===== src/rtl/instr_fetch_unit.sv =====
// Fetch stage: holds the architectural PC, fetches one word at a time over req/ack,
// and presents the instruction to decode until the consumer accepts it.
module instr_fetch_unit #(
  parameter int              XLEN     = 32,
  parameter logic [XLEN-1:0] RESET_PC = '0
) (
  input  logic            clk,
  input  logic            rst_n,
  output logic            imem_req,
  output logic [XLEN-1:0] imem_addr,
  input  logic            imem_ack,
  input  logic [XLEN-1:0] imem_rdata,
  input  logic            stall,
  input  logic            redirect,
  input  logic [XLEN-1:0] redirect_target,
  output logic            instr_valid,
  output logic [XLEN-1:0] instr,
  output logic [6:0]      op,
  output logic [XLEN-1:0] pc,
  output logic [XLEN-1:0] pc_plus4,
  output logic [31:0]     instr_count,
  output logic            fetch_fault
);

  // state  | meaning
  // IDLE   | one cycle after reset, no request
  // FETCH  | request outstanding at pc, waiting for imem_ack
  // ISSUED | instruction presented, waiting for consumer accept
  // FAULT  | misaligned redirect taken; parked until reset
  typedef enum logic [1:0] {
    IDLE   = 2'd0,
    FETCH  = 2'd1,
    ISSUED = 2'd2,
    FAULT  = 2'd3
  } state_t;

  localparam logic [XLEN-1:0] NOP_INSTR = XLEN'(32'h0000_0013);

  state_t state_q, state_d;
  logic   accept;
  logic   misaligned;
  logic   fetch_done;

  assign accept     = (state_q == ISSUED) && !stall;
  assign misaligned = redirect && (redirect_target[1:0] != 2'b00);
  assign fetch_done = (state_q == FETCH) && imem_ack;

  always_ff @(posedge clk or negedge rst_n) begin
    if (!rst_n) state_q <= IDLE;
    else        state_q <= state_d;
  end

  always_comb begin
    state_d = state_q;
    case (state_q)
      IDLE:    state_d = FETCH;
      FETCH:   if (imem_ack) state_d = ISSUED;
      ISSUED:  if (!stall) state_d = misaligned ? FAULT : FETCH;
      FAULT:   state_d = FAULT;
      default: state_d = IDLE;
    endcase
  end

  always_comb begin
    imem_req = 1'b0;
    case (state_q)
      FETCH:   imem_req = 1'b1;
      default: imem_req = 1'b0;
    endcase
  end

  // The address is the PC itself, so it cannot move while a request is pending.
  assign imem_addr = pc;
  assign pc_plus4  = pc + XLEN'(4);
  assign op        = instr[6:0];

  always_ff @(posedge clk or negedge rst_n) begin
    if (!rst_n) begin
      pc          <= RESET_PC;
      instr       <= NOP_INSTR;
      instr_valid <= 1'b0;
      instr_count <= '0;
      fetch_fault <= 1'b0;
    end else begin
      if (fetch_done) begin
        instr       <= imem_rdata;
        instr_valid <= 1'b1;
      end
      if (accept) begin
        instr_valid <= 1'b0;
        instr_count <= instr_count + 32'd1;
        pc          <= redirect ? redirect_target : pc_plus4;
        if (misaligned) fetch_fault <= 1'b1;
      end
    end
  end

endmodule


===== config.mk =====
export PLATFORM = sky130hd
export DESIGN_NAME = instr_fetch_unit
export DESIGN_NICKNAME = d
export VERILOG_FILES = /design/src/rtl/instr_fetch_unit.sv
export SDC_FILE = /design/constraint.sdc
export NUM_CORES = 1
export LEC_CHECK = 0
export CAP_MARGIN = 20
export CORE_ASPECT_RATIO = 0.8
export CORE_MARGIN = 2
export CORE_UTILIZATION = 43
export DETAILED_ROUTE_END_ITERATION = 8
export GPL_ROUTABILITY_DRIVEN = 0
export HOLD_SLACK_MARGIN = 0.06
export PLACE_DENSITY = 0.87
export SLEW_MARGIN = 25
export SYNTH_ARGS = -nofsm -noshare
export SYNTH_HDL_FRONTEND = slang
export SYNTH_SLANG_ARGS = --single-unit

===== constraint.sdc =====
create_clock -name clk -period 2.5 [get_ports clk]
set_input_delay 0.5 -clock clk [delete_from_list [all_inputs] [get_ports clk]]
set_output_delay 0.5 -clock clk [all_outputs]
set_load 0.005 [all_outputs]

==> run metrics, run 1 <==
clock sink count=100; failing checks=negative setup slack; XOR/XNOR share of the synthesized area=0.09178; hold-fix buffers at CTS=0; leakage=4.068 nW; final critical-path setup slack=-0.1010 ns; maximum fanout along the worst path=6; vias=5893; final wirelength=18840 microns; multiplexer share of the synthesized area=0.009333; DRC Markers=0; die height=106.4 microns; Worst setup SP type=flop; initial DRC count=563; drt pass-1 iters=5; Worst EP arrival=2.10 ns; most frequent cells in the layout=clkdlybuf4s50_1, nand2_1, buf_4; diode count=0; mean number of vias per cell=5.357; Ports=239; FF-to-FF setup slack=0.59 ns; worst vdd ir=608.0 uV; Row Count=37; die area=14030 sq um; layout overhead on the synthesized area=62.69%; most common cell after layout, fill and taps aside=clkdlybuf4s50_1; EDFF count, synth=0; Post-Synthesis Cells=637; main combinational cell family by area after synthesis=simple AND/OR/NAND/NOR gates; P per Cell Area=694.3 nW/um^2; sequential area share after synthesis=0.4451; Top FF cell, synth=dfrtp_1; post-place setup slack=-0.1125 ns; CTS root buf=clkbuf_16; Worst Setup End Kind=primary output; Cell variety after synth=52; Max Cap Viol=0; # port buffers=238; Synth async-reset ratio=1.000; initial antenna violation count=0; H-Tree Depth=3; RSZ-0062 raised after global routing=yes; Worst-Skew Late Latency=0.34 ns; Synth Area in Simple Gates=0.2676; placed instance count=1048; final setup violating endpoints=8; GRT overflow=0; Detail Route Antenna Nets=0; WP data required=2.00 ns; Worst Tran Pin Value=0.6166 ns; CORE AREA=12820 sq um; Final nets=991; Mapped Area=5630 sq um; max-slew violation count=0; compound-cell area share of the yosys netlist=0.09289; Max Freq=384.5 MHz; syn nets=708; CP Class=flop to primary output; HPWL Detailed=13080 microns; ratio of final minimum period to clock period=1.040; largest net degree at the start of global routing=46; Seq cells post-synth=100; clk_skew=0.007445 ns; Yosys Warn Count=0; status=finished, violations left; starting density of the core=0.4391; Worst-path clk slew=0.07 ns; WL/cell=17.13 microns; first-pass GRT wire length=28860 microns; FILL cells=957; Max-slew headroom=0.5890; CTS Buf Count=9; clock tree buffer depth=2; fin crit period=2.601 ns; Post-Syn Area per Cell=8.839 sq um; share of cells above drive strength 1=0.2141; Hold Path Class=primary input to async pin; final hold vios=0; CTS tree=done; die width=131.9 microns; fin cells=1100; post-synthesis adder-cell area fraction=0.004444; vias in the first global route=5697; gr usage total=0.2551
[repair_timing]
item,in CTS,in global routing
buffers inserted,22,14
cloned,0,0
setup endpoints to repair,24,23
gates resized for setup,79,49
pin swaps,12,15
[path summary, 6_finish.rpt]
path | start | end | cells past startpoint
max reg2reg | state_q[0]$_DFFE_PN0P_ | imem_addr[22]$_DFFE_PN0N_ | 5
min | rst_n | imem_addr[14]$_DFFE_PN0N_ | 1
max | imem_addr[12]$_DFFE_PN0N_ | pc_plus4[27] | 8
max in group asynchronous | rst_n | instr[4]$_DFFE_PN1P_ | 2
min reg2reg | instr_count[31]$_DFFE_PN0N_ | instr_count[31]$_DFFE_PN0N_ | 1
min in group clk | instr_count[31]$_DFFE_PN0N_ | instr_count[31]$_DFFE_PN0N_ | 1
[flip-flops by register name, summed over array words and instances (netlist names)]
| signal | flops |
|---|---|
| fetch_fault | 1 |
| instr_count | 32 |
| instr_valid | 1 |
| imem_addr | 32 |
| state_q | 2 |
| instr | 32 |
[kinds of logic (layout without fill, tap and decap cells)]
logic type	Yosys count	in the layout
compound gates	76	76
xor+xnor	59	59
fa+ha+maj	2	2
buf+inv	88	376
flops	100	100
mux	5	5
simple gates	307	307
[cells in the mapped netlist, drive strengths merged (3+ instances only)]
cell type  instances  area, sq um
or3               10        62.56
xnor2             44        385.4
xor2              15        131.4
and4               3        26.28
and3              24        150.1
dfstp              3        78.83
nand2            135        506.7
nor2b              3        18.77
o211ai             9        67.56
mux2i              3        30.03
buf               49        354.1
inv               10        37.54
o21ai             14        70.07
o2bb2ai            5        43.79
nor4               6        52.55
dfrtp             97         2427
nor3              21        110.1
and2               6        37.54
a21oi             17        85.08
clkbuf            28        105.1
nor2              24        90.09
nand4             21        131.4
o311ai             6        52.55
a311o              4        43.79
nand3             43        232.7
a31oi              8        50.05
a22oi              4        30.03
a211o              3        26.28
[worst max-delay path, cell delays in order, from the launching register on]
cell and delay, ns:
dfrtp_1 0.37, buf_4 0.18, nand2_2 0.13, nor4_2 0.26
buf_4 0.18, buf_4 0.14, nand3_2 0.10, xnor2_1 0.14
dlygate4sd2_1 0.26
[report_power, final]
part           total (W)  internal [W]  switching, W
Combinational    0.00271       0.00167       0.00104
Sequential       0.00230       0.00201      0.000290
Clock            0.00135      0.000699      0.000647
[through the flow]
stage	TNS (ns)	hold slack (ns)	power, W	cell area, sq um	utilization
after floorplan	0	0.2044	0.003158	5630	-
after global placement	-0.02813	0.4555	0.004697	8364	0.6523
after detailed placement	-0.5470	0.4612	0.004773	8364	0.6523
after CTS	-0.8265	0.1745	0.006283	8940	0.6971
after global routing	-1.479	0.1886	0.006705	9160	0.7143
final	-0.4835	0.1636	0.006360	9160	0.7143
[per-layer routing]
metal	vias up	track usage	share of wire	wire, microns
li1	2731	-	-	-
met1	2857	0.3289	0.42	7876
met2	273	0.4289	0.49	9227
met3	32	0.06247	0.074	1388
met4	0	0.07220	0.018	347
met5	-	0	0	0
[area by class of cell]
cell class,instances,area [sq um],area share
repair buffers,349,3208,0.3502
multi-input cells,449,2898,0.3164
flip-flops and latches,100,2507,0.2737
clock buffers,10,229.0,0.02500
well taps,175,219.0,0.02390
clock inverters,6,57.56,0.006283
inverters,11,41.29,0.004508
(Power assumes the default switching activity.)
==> inputs of run 2 (changes only) <==
--- a/config.mk
+++ b/config.mk
@@ -11,8 +11,8 @@
 export CORE_UTILIZATION = 43
 export DETAILED_ROUTE_END_ITERATION = 8
 export GPL_ROUTABILITY_DRIVEN = 0
-export HOLD_SLACK_MARGIN = 0.06
 export PLACE_DENSITY = 0.87
+export RECOVER_POWER = 25
 export SLEW_MARGIN = 25
 export SYNTH_ARGS = -nofsm -noshare
 export SYNTH_HDL_FRONTEND = slang
==> run metrics, run 2 (synthesized netlist as in run 1, its figures left out) <==
status=finished, violations left (unchanged); failing checks=negative setup slack (unchanged); most frequent cells in the layout=clkdlybuf4s50_1, nand2_1, dfrtp_1, buf_4, xnor2_1 (was clkdlybuf4s50_1, nand2_1, buf_4); setup TNS=-0.4481 ns (was -0.4835 ns); placed instance count=1048 (unchanged); Worst EP arrival=2.09 ns (was 2.10 ns); Hold Path Class=primary input to async pin (unchanged); share of cells above drive strength 1=0.2130 (was 0.2141); Worst-Skew Late Latency=0.34 ns (about the same); WL/cell=17.17 microns (was 17.13 microns); switching fraction of total power=0.3107 (was 0.3112); critical path, cell by cell=ha_2 -> and2_4 -> nand3_2 -> buf_6 -> buf_6 -> or3_4 -> xnor2_2 -> buf_2 (was buf_4 -> nand2_2 -> nor4_2 -> buf_4 -> buf_4 -> nand3_2 -> xnor2_1 -> dlygate4sd2_1); Max-slew headroom=0.2290 (was 0.5890); gr usage total=0.2551 (unchanged); power consumption=0.006350 W (was 0.006360 W); logic gate share of total power=0.427 (about the same); Max Freq=385.8 MHz (was 384.5 MHz); RSZ-0062 raised after global routing=yes (unchanged); final hold vios=0 (unchanged); Worst setup SP type=flop (unchanged); Worst Tran Pin Value=1.157 ns (was 0.6166 ns); Clk pwr share=0.211 (was 0.212); FF-to-FF End=imem_addr[22]$_DFFE_PN0N_ (unchanged); CTS tree=done (unchanged); largest net degree at the start of global routing=46 (unchanged); HPWL Detailed=13080 microns (unchanged); max-slew violation count=0 (unchanged); die area=14030 sq um (unchanged); Worst-path clk slew=0.07 ns (about the same); initial antenna violation count=0 (unchanged); DRC Markers=0 (unchanged); Crit path top cell by count=buf_6 (was buf_4); Worst Setup End Kind=primary output (unchanged); FILL cells=962 (was 957); fin crit period=2.592 ns (was 2.601 ns); final core occ=0.7127 (was 0.7143); Max stage delay on crit path=0.39 ns (was 0.37 ns); die width=131.9 microns (unchanged); final critical-path setup slack=-0.09226 ns (was -0.1010 ns); drt pass-1 iters=4 (was 5); starting density of the core=0.4391 (unchanged); clk_skew=0.007529 ns (was 0.007445 ns); fin cells=1100 (unchanged); first-pass GRT wire length=28860 microns (unchanged); H-Tree Depth=3 (unchanged); mean number of vias per cell=5.357 (unchanged); CP Class=flop to primary output (unchanged); diode count=0 (unchanged); Net Sw Power=0.001973 W (was 0.001979 W); Row Count=37 (unchanged); FF-to-FF setup slack=0.58 ns (was 0.59 ns); initial DRC count=603 (was 563); layout overhead on the synthesized area=62.31% (was 62.69%); # port buffers=238 (unchanged); hold-fix buffers at CTS=0 (unchanged); Seq pwr share=0.362 (was 0.361); leakage=4.059 nW (was 4.068 nW); worst vdd ir=607.4 uV (was 608.0 uV); Reg2Reg Depth=5 (unchanged); final setup violating endpoints=7 (was 8); final wirelength=18890 microns (was 18840 microns); most common cell after layout, fill and taps aside=clkdlybuf4s50_1 (unchanged); slowest CP cell=dfrtp_1 (unchanged); Int Power=0.004377 W (was 0.004381 W); P per Cell Area=694.8 nW/um^2 (was 694.3 nW/um^2); GRT overflow=0 (unchanged); ratio of final minimum period to clock period=1.037 (was 1.040); Critical R2R Launch=state_q[0]$_DFFE_PN0P_ (unchanged); Detail Route Antenna Nets=0 (unchanged); clock tree buffer depth=2 (unchanged); WP data required=2.00 ns (about the same); Ports=239 (unchanged); Max Cap Viol=0 (unchanged); maximum fanout along the worst path=4 (was 6); Final Hold Slack=0.3699 ns (was 0.1636 ns); CTS root buf=clkbuf_16 (unchanged); CORE AREA=12820 sq um (unchanged); vias in the first global route=5697 (unchanged); vias=5893 (unchanged); die height=106.4 microns (unchanged); clock sink count=100 (unchanged); Final nets=991 (unchanged); CTS Buf Count=9 (unchanged)
## run 2: changes by cell type in the layout (fill, tap and decap cells not counted), sizes merged
cell    previous run  this run
buf              123       120
clkbuf            13        16
## run 2: layer usage
metal | global-route usage | vias up | share of wire
met5 | 0 | - | 0
met4 | 0.07220 | 0 | 0.020
met3 | 0.06247 | 32 | 0.072
met2 | 0.4289 | 277 | 0.49
met1 | 0.3289 | 2852 | 0.42
li1 | - | 2732 | -
## run 2: worst max path at each step
stage | start | end | cells past startpoint
floorplan | imem_addr[2]$_DFFE_PN0N_ | pc_plus4[28] | 5
global placement | imem_addr[18]$_DFFE_PN0N_ | pc_plus4[28] | 5
detailed placement | imem_addr[3]$_DFFE_PN0N_ | pc_plus4[18] | 8
CTS | imem_addr[2]$_DFFE_PN0N_ | pc_plus4[26] | 9
global route | imem_addr[3]$_DFFE_PN0N_ | pc_plus4[18] | 10
finish | imem_addr[3]$_DFFE_PN0N_ | pc_plus4[28] | 8
## run 2: power groups by stage
stage	logic (W)	clock network, W	registers [W]
after detailed placement	0.00246	0	0.00232
final	0.00271	0.00134	0.00230
after CTS	0.00261	0.00138	0.00230
after global placement	0.00241	0	0.00229
after global routing	0.00290	0.00144	0.00236
after floorplan	0.000795	0	0.00236
## run 2: cell type report
| cell class | count | area [sq um] | share of cell area |
|---|---|---|---|
| Tap cell | 175 | 219.0 | 0.02396 |
| Clock inverter | 6 | 57.56 | 0.006298 |
| Sequential cell | 100 | 2507 | 0.2744 |
| Multi-Input combinational cell | 449 | 2898 | 0.3171 |
| Clock buffer | 10 | 229.0 | 0.02505 |
| Inverter | 11 | 41.29 | 0.004518 |
| Timing Repair Buffer | 349 | 3187 | 0.3487 |
## run 2: critical path, delay by kind of cell, from the launching register on
kind,cells,cell delay [ns]
buf+inv,3,0.38
simple gates,3,0.59
fa+ha+maj,1,0.21
flops,1,0.39
xor+xnor,1,0.17
## run 2: through the flow
stage	instance area, sq um	setup WS, ns
floorplan	5630	0.3091
global placement	8364	-0.02813
detailed placement	8364	-0.1125
CTS	8940	-0.1803
global route	9139	-0.1981
finish	9139	-0.09226
## run 2: timing repair
| item | 4_1_cts | 5_1_grt |
|---|---|---|
| pin swaps | 12 | 15 |
| endpoints found under the hold margin | 0 | 0 |
| endpoints found under the setup margin | 24 | 23 |
| setup buffers | 22 | 14 |
| gates resized for setup | 79 | 49 |
==> inputs of run 3 (changes only) <==
--- a/config.mk
+++ b/config.mk
@@ -8,10 +8,11 @@
 export CAP_MARGIN = 20
 export CORE_ASPECT_RATIO = 0.8
 export CORE_MARGIN = 2
-export CORE_UTILIZATION = 43
+export CORE_UTILIZATION = 53
 export DETAILED_ROUTE_END_ITERATION = 8
+export DONT_BUFFER_PORTS = 1
 export GPL_ROUTABILITY_DRIVEN = 0
-export PLACE_DENSITY = 0.87
+export PLACE_DENSITY = 0.74
 export RECOVER_POWER = 25
 export SLEW_MARGIN = 25
 export SYNTH_ARGS = -nofsm -noshare
==> run metrics, run 3 (synthesized netlist as in run 1, its figures left out) <==
Detail Route Antenna Nets=0 (unchanged); GRT overflow=0 (unchanged); mean number of vias per cell=6.116 (was 5.357); H-Tree Depth=3 (unchanged); Final nets=685 (was 991); first-pass GRT wire length=21650 microns (was 28860 microns); Hold Path Class=primary input to async pin (unchanged); Worst-Skew Late Latency=0.35 ns (was 0.34 ns); FILL cells=869 (was 962); die area=11470 sq um (was 14030 sq um); failing checks=negative hold slack (was negative setup slack); worst vdd ir=622.2 uV (was 607.4 uV); Row Count=33 (was 37); HPWL Detailed=9681 microns (was 13080 microns); vias=4642 (was 5893); area of placed instances=5620 sq um (was 8364 sq um); Worst Setup End Kind=primary output (unchanged); CTS tree=done (unchanged); # port buffers=0 (was 238); clock sink count=100 (unchanged); most common cell after layout, fill and taps aside=nand2_1 (was clkdlybuf4s50_1); CTS Buf Count=9 (unchanged); initial antenna violation count=0 (unchanged); WL/cell=18.71 microns (was 17.17 microns); largest net degree at the start of global routing=101 (was 46); Worst-path clk slew=0.07 ns (about the same); CP Class=flop to primary output (unchanged); status=finished, violations left (unchanged); Non-Filler Cell Area, Final=6081 sq um (was 9139 sq um); Ports=239 (unchanged); Worst setup SP type=flop (unchanged); maximum fanout along the worst path=6 (was 4); fin crit period=2.447 ns (was 2.592 ns); DRC Markers=0 (unchanged); die height=96.19 microns (was 106.4 microns); diode count=0 (unchanged); initial DRC count=389 (was 603); layout overhead on the synthesized area=8.000% (was 62.31%); clock tree buffer depth=2 (unchanged); WP data required=2.00 ns (about the same); vias in the first global route=4239 (was 5697); most frequent cells in the layout=nand2_1, dfrtp_1, xnor2_1 (was clkdlybuf4s50_1, nand2_1, dfrtp_1, buf_4, xnor2_1); Worst Tran Pin Value=0.9069 ns (was 1.157 ns); final setup violating endpoints=0 (was 7); Final Hold Slack=-0.1594 ns (was 0.3699 ns); gr usage total=0.2377 (was 0.2551); CORE AREA=10280 sq um (was 12820 sq um); P per Cell Area=770.0 nW/um^2 (was 694.8 nW/um^2); Reg2Reg Depth=4 (was 5); final core occ=0.5915 (was 0.7127); Max Freq=408.6 MHz (was 385.8 MHz); final wirelength=14200 microns (was 18890 microns); max-slew violation count=0 (unchanged); Max Cap Viol=0 (unchanged); RSZ-0062 raised after global routing=yes (unchanged); starting density of the core=0.5476 (was 0.4391); share of cells above drive strength 1=0.1519 (was 0.2130); leakage=2.735 nW (was 4.059 nW); ratio of final minimum period to clock period=0.9789 (was 1.037); drt pass-1 iters=5 (was 4); Max-slew headroom=0.3947 (was 0.2290); die width=119.2 microns (was 131.9 microns); CTS root buf=clkbuf_16 (unchanged); final hold vios=97 (was 0); clk_skew=0.006828 ns (was 0.007529 ns); Worst EP arrival=1.95 ns (was 2.09 ns)
run 3: critical path, stage by stage (launching register included):
cell	delay (ns)
dfrtp_1	0.37
nand4_1	0.20
or3_4	0.47
or3_1	0.39
xnor2_2	0.18
run 3: area by class of cell:
type	instances	area, sq um	area share
multi-input cells	450	2735	0.4498
clock inverters	6	56.30	0.009259
inverters	11	41.29	0.006790
flip-flops and latches	100	2511	0.4130
clock buffers	10	239.0	0.03930
repair buffers	42	322.8	0.05309
well taps	140	175.2	0.02881
run 3: what timing repair did:
action	4_1_cts	5_1_grt
endpoints found under the setup margin	4	14
resized for setup	4	20
pin swaps	0	6
endpoints found under the hold margin	97	97
gates cloned	0	1
buffers inserted	0	7
run 3: stage by stage:
step | setup WS (ns) | power [W] | std cells | TNS, ns
2_1_floorplan | 0.3091 | 0.003158 | 637 | 0
3_3_place_gp | 0.2341 | 0.003253 | 735 | 0
3_5_place_dp | 0.2225 | 0.003295 | 735 | 0
4_1_cts | 0.03489 | 0.004677 | 751 | 0
5_1_grt | -0.02271 | 0.004953 | 759 | -0.05412
6_report | 0.05264 | 0.004683 | 759 | 0
run 3: path summary, 6_finish.rpt:
| kind | to | start | slack (ns) |
|---|---|---|---|
| setup / recovery | pc_plus4[31] | imem_addr[17]$_DFFE_PN0N_ | 0.05 |
| setup reg to reg | instr_count[30]$_DFFE_PN0N_ | state_q[0]$_DFFE_PN0P_ | 0.37 |
| min in group clk | instr[4]$_DFFE_PN1P_ | imem_rdata[4] | 0.23 |
| max in group asynchronous | instr[0]$_DFFE_PN1P_ | rst_n | 2.39 |
| hold reg to reg | instr[4]$_DFFE_PN1P_ | instr[4]$_DFFE_PN1P_ | 0.49 |
| hold / removal | imem_addr[29]$_DFFE_PN0N_ | rst_n | -0.16 |
run 3: where the power goes:
group / internal (W) / switching (W) / leakage (nW) / total [W]
Sequential: 0.00201 / 0.000391 / 1.22 / 0.00240
Combinational: 0.000388 / 0.000521 / 1.37 / 0.000909
Clock: 0.000724 / 0.000646 / 0.143 / 0.00137
Total: 0.00312 / 0.00156 / 2.74 / 0.00468
run 3: layer usage:
layer  wire length, microns  share of wire  track usage  vias to the layer above
met4                    206          0.015      0.07242                        0
met5                      0              0            0                        -
met2                   6899           0.49       0.3884                      230
met3                   1119          0.079      0.07346                       20
li1                       -              -            -                     2135
met1                   5976           0.42       0.3064                     2257
